**src/rtl/rf_writeback_unit.sv**
```systemverilog
// Write-back stage: buffers one ALU and one load result, arbitrates them round-robin
// onto the single register-file write port, and tracks pending destinations for decode.
module rf_writeback_unit #(
    parameter int WIDTH = 32,
    parameter int DEPTH = 5
) (
    input  logic                    clk,
    input  logic                    rst_n,

    input  logic                    iss_valid,
    input  logic [DEPTH-1:0]        iss_rd,

    input  logic                    alu_valid,
    output logic                    alu_ready,
    input  logic [DEPTH-1:0]        alu_rd,
    input  logic [WIDTH-1:0]        alu_data,

    input  logic                    mem_valid,
    output logic                    mem_ready,
    input  logic [DEPTH-1:0]        mem_rd,
    input  logic [WIDTH-1:0]        mem_data,

    output logic                    wr,
    output logic [DEPTH-1:0]        write_register,
    output logic [WIDTH-1:0]        write_data,

    output logic [(2**DEPTH)-1:0]   busy,
    output logic                    idle
);

    typedef enum logic {
        SRC_ALU = 1'b0,
        SRC_MEM = 1'b1
    } src_t;

    src_t                   last_grant;

    logic                   alu_full;
    logic [DEPTH-1:0]       alu_buf_rd;
    logic [WIDTH-1:0]       alu_buf_data;
    logic                   mem_full;
    logic [DEPTH-1:0]       mem_buf_rd;
    logic [WIDTH-1:0]       mem_buf_data;

    logic                   alu_grant;
    logic                   mem_grant;
    logic                   any_grant;
    logic                   alu_fire;
    logic                   mem_fire;
    logic [DEPTH-1:0]       win_rd;
    logic [WIDTH-1:0]       win_data;
    logic                   win_nonzero;
    logic [(2**DEPTH)-1:0]  busy_next;

    // On a tie the source that lost last time wins; a lone full buffer always wins.
    assign alu_grant = alu_full && (!mem_full || last_grant == SRC_MEM);
    assign mem_grant = mem_full && (!alu_full || last_grant == SRC_ALU);
    assign any_grant = alu_grant || mem_grant;

    // Readiness comes from registered state only, so no combinational path from valid.
    assign alu_ready = !alu_full || alu_grant;
    assign mem_ready = !mem_full || mem_grant;
    assign alu_fire  = alu_valid && alu_ready;
    assign mem_fire  = mem_valid && mem_ready;

    assign win_rd      = mem_grant ? mem_buf_rd   : alu_buf_rd;
    assign win_data    = mem_grant ? mem_buf_data : alu_buf_data;
    assign win_nonzero = (win_rd != '0);

    assign idle = !alu_full && !mem_full && !wr;

    // NOTE: every signal assigned in always_comb gets a default first; a path that
    // leaves one unassigned would infer a latch.
    always_comb begin
        busy_next = busy;
        if (any_grant && win_nonzero) begin
            busy_next[win_rd] = 1'b0;
        end
        // Applied after the clear so a same-edge reissue keeps the bit set.
        if (iss_valid && iss_rd != '0) begin
            busy_next[iss_rd] = 1'b1;
        end
        busy_next[0] = 1'b0;
    end

    // NOTE: state registers use non-blocking assignments so every flop samples the
    // pre-edge values regardless of statement order.
    always_ff @(posedge clk or negedge rst_n) begin
        if (!rst_n) begin
            alu_full     <= 1'b0;
            alu_buf_rd   <= '0;
            alu_buf_data <= '0;
        end else if (alu_fire) begin
            alu_full     <= 1'b1;
            alu_buf_rd   <= alu_rd;
            alu_buf_data <= alu_data;
        end else if (alu_grant) begin
            alu_full     <= 1'b0;
        end
    end

    always_ff @(posedge clk or negedge rst_n) begin
        if (!rst_n) begin
            mem_full     <= 1'b0;
            mem_buf_rd   <= '0;
            mem_buf_data <= '0;
        end else if (mem_fire) begin
            mem_full     <= 1'b1;
            mem_buf_rd   <= mem_rd;
            mem_buf_data <= mem_data;
        end else if (mem_grant) begin
            mem_full     <= 1'b0;
        end
    end

    // Register-file port: index and data hold when idle; register 0 writes are dropped via wr.
    always_ff @(posedge clk or negedge rst_n) begin
        if (!rst_n) begin
            wr             <= 1'b0;
            write_register <= '0;
            write_data     <= '0;
            last_grant     <= SRC_MEM;
        end else if (any_grant) begin
            wr             <= win_nonzero;
            write_register <= win_rd;
            write_data     <= win_data;
            last_grant     <= alu_grant ? SRC_ALU : SRC_MEM;
        end else begin
            wr             <= 1'b0;
        end
    end

    always_ff @(posedge clk or negedge rst_n) begin
        if (!rst_n) begin
            busy <= '0;
        end else begin
            busy <= busy_next;
        end
    end

endmodule

```
**config.mk**
```make
export PLATFORM = sky130hd
export DESIGN_NAME = rf_writeback_unit
export DESIGN_NICKNAME = d
export VERILOG_FILES = /design/src/rtl/rf_writeback_unit.sv
export SDC_FILE = /design/constraint.sdc
export NUM_CORES = 1
export LEC_CHECK = 0
export ABC_CLOCK_PERIOD_IN_PS = 1400
export CORE_MARGIN = 2
export CORE_UTILIZATION = 45
export DETAILED_ROUTE_END_ITERATION = 8
export PLACE_DENSITY = 0.8
export SETUP_SLACK_MARGIN = 0.2
export SLEW_MARGIN = 40
export SYNTH_ARGS = -nofsm -noshare
export SYNTH_HDL_FRONTEND = slang
export SYNTH_SLANG_ARGS = --single-unit
```
**constraint.sdc**
```tcl
create_clock -name clk -period 1.4 [get_ports clk]
set_input_delay 0.14 -clock clk [delete_from_list [all_inputs] [get_ports clk]]
set_output_delay 0.14 -clock clk [all_outputs]
set_load 0.02 [all_outputs]
```
==> flow_summary.toml <==
[outcome]
outcome = "finished, violations left"
violations = "negative setup slack"

[synthesis]
synthesis.nets = 613
synth.avg_cell_area_sq_um = 12.2
yosysWarnings = 0
synth_cell_types = 35
synth_seq_cells = 146
synth_cells = 529
synth_edf_count = 0
synthFlopType = "dfrtp_1"
ys_seq_area_share_pct = 56.7
async_flop_share_pct = 100
synth_area_sq_um = 6450

[drt]
wire_per_inst_microns = 20.6
ant_nets = 0
first_pass_iters = 6
vias = 5157
routed_wl_mm = 19.1
drc = 0
drt-initial-drc-count = 422
via_per_inst = 5.55

[timing]
setup_viol = 139
slew_viol_final = 0
max_freq_ghz = 0.596
finalClockSkew_ns = 0.00576
rsz0062_at_grt = "yes"
period_needed_ns = 1.68
setup_ws_ns = -0.279
slew_headroom_pct = 58.2
worst_slew_pin_slew_ns = 0.614
fin_crit_sh_pct = 120
whs_ns = 0.161
final-hold-violation-count = 0

[die]
die_h_microns = 124
rows = 43
coreArea_sq_um = 13900
dieArea_sq_um = 15300
fp.dieW_microns = 124
ios = 157
initial_core_util_pct = 46.3

[layout]
layout_common_cells = "dfrtp_1, mux2_2, clkdlybuf4s50_1"
final_common_cell = "dfrtp_1"
fillers = 1011
multi_input_area_sq_um = 2890
seq_area_sq_um = 3660
drive_gt1_share_pct = 44.1
antennaDiodeCount = 0
fin_nets = 820
area.growth.synth_to_final_pct = 46.0
fin_area_sq_um = 9410
fin_cells = 929

[critical_path]
startpoint = "last_grant"
r2r_start = "last_grant"
critPathCaptureType = "register"
worstPathArrival_ns = 1.98
critPathKind = "reg -> reg"
cp.required_ns = 1.70
crit_path_max_fanout = 8
critPathLaunchType = "register"

[grt]
grtUsageTotal_pct = 24.3
overflow = 0
grt_start_max_net_pins = 57
grt_pass1_vias = 5473
antenna_found_initial = 0
grt_pass1_wl_mm = 27.9

[place]
dpl.hpwl_mm = 11.8
gp_congestion = 0.872
port_buffers = 155
placed_cells = 878
placed_area_sq_um = 8530

[worst_hold_path]
hp-class = "in -> async"

[clock_network]
clkSinkCount = 146
cts_tree = "yes"
htree_levels = 4
cts_buffers = 17
clockBufferDepth = 2
clk_pin_slew_ns = 0.06
clk_latency_ns = 0.42
cts_root_buf = "clkbuf_16"

[job]
max_cap_violations = 0

[power]
peakVddDrop_mv = 1.06
power_leakage_nw = 4.09
power.density_nw_per_um2 = 2070
layer usage:
layer	vias to the layer above	part of all wire, %	track usage, %
li1	2306	-	-
met1	2637	41	28.8
met2	183	53	42.7
met3	31	4.6	4.95
met4	0	1.9	10.3
met5	-	0	0
stage by stage:
stage | setup slack, ns | total power (W) | TNS [ns] | util (%)
after floorplan | -0.154 | 0.0111 | -10.35 | -
after global placement | -0.212 | 0.0145 | -14.28 | 61.2
after detailed placement | -0.311 | 0.0148 | -17.76 | 61.2
after CTS | -0.260 | 0.0188 | -23.79 | 65.3
after global routing | -0.328 | 0.0203 | -31.87 | 67.5
final | -0.279 | 0.0194 | -25.91 | 67.5
critical path, cell delays in order, from the launching register on:
cell       delay, ns
dfstp_2         0.54
buf_4           0.17
nor2b_4         0.06
nand2_2         0.11
nand2_4         0.09
bufbuf_16       0.29
mux2_1          0.31
repair_timing:
| action | 4_1_cts | 5_1_grt |
|---|---|---|
| setup endpoints to repair | 216 | 155 |
| hold buffers | 1 | 0 |
| endpoints found under the hold margin | 146 | 0 |
| setup buffers | 7 | 2 |
| resized for setup | 313 | 55 |
| pin swaps | 4 | 15 |
| gates cloned | 5 | 4 |
cells in the mapped netlist, types with 2 or more instances:
| cell type | instances | area share [%] |
|---|---|---|
| o21a_1 | 2 | 0.23 |
| or3b_2 | 2 | 0.27 |
| nand3_1 | 5 | 0.39 |
| mux2_1 | 3 | 0.52 |
| nand2_1 | 15 | 0.87 |
| nand3b_1 | 11 | 1.3 |
| o31ai_1 | 16 | 1.9 |
| buf_4 | 5 | 0.58 |
| nand2b_1 | 3 | 0.29 |
| o22ai_1 | 33 | 3.2 |
| nor2b_1 | 3 | 0.29 |
| o221ai_1 | 7 | 0.95 |
| buf_2 | 15 | 1.2 |
| nand2_2 | 2 | 0.19 |
| mux2i_1 | 11 | 1.7 |
| nor3_1 | 3 | 0.23 |
| nor3b_1 | 6 | 0.70 |
| buf_8 | 2 | 0.47 |
| inv_1 | 9 | 0.52 |
| clkbuf_1 | 3 | 0.17 |
| o21ai_0 | 34 | 2.6 |
| mux2_2 | 103 | 18 |
| buf_1 | 8 | 0.47 |
| nor2_1 | 69 | 4.0 |
| mux2_4 | 5 | 1.2 |
| dfrtp_1 | 145 | 56 |
sequential cells by signal, summed over array words and instances, names as in the netlist, 5 cells and up:
| register | cells |
|---|---|
| busy | 31 |
| alu_buf_rd | 5 |
| alu_buf_data | 32 |
| mem_buf_rd | 5 |
| write_data | 32 |
| mem_buf_data | 32 |
| write_register | 5 |
final timing paths:
| kind | to | slack [ns] | depth (start not counted) |
|---|---|---|---|
| min in group clk | alu_buf_data[11] | 0.31 | 2 |
| max reg2reg | alu_buf_data[10] | -0.28 | 6 |
| max in group asynchronous | mem_buf_data[19] | 0.64 | 3 |
| min reg2reg | mem_buf_data[13] | 0.51 | 1 |
| min | busy[18] | 0.16 | 2 |
| max | alu_buf_data[10] | -0.28 | 6 |
logic make-up after synthesis:
| group | after synthesis | share of synthesized area [%] |
|---|---|---|
| and+or+nand+nor | 121 | 8.85 |
| other | 1 | 0.0582 |
| DFF | 146 | 56.7 |
| muxes | 122 | 21.4 |
| AOI/OAI and AO/OA | 97 | 9.63 |
| buffers and inverters | 42 | 3.38 |
where the power goes:
| part | switching (W) | internal [W] | leakage, nW |
|---|---|---|---|
| registers | 0.00113 | 0.00577 | 1.67 |
| clock network | 0.00172 | 0.00251 | 0.268 |
| logic | 0.00442 | 0.00388 | 2.15 |
| total | 0.00727 | 0.0122 | 4.09 |
final cells by class:
| type | count | share of cell area, % |
|---|---|---|
| tap | 180 | 2.39 |
| inverter | 9 | 0.359 |
| clock inverter | 11 | 0.930 |
| multi-input combinational | 341 | 30.7 |
| sequential | 146 | 38.8 |
| timing repair buffer | 221 | 21.9 |
| clock buffer | 21 | 4.89 |
Note: power is estimated with default switching activity, not from simulation.
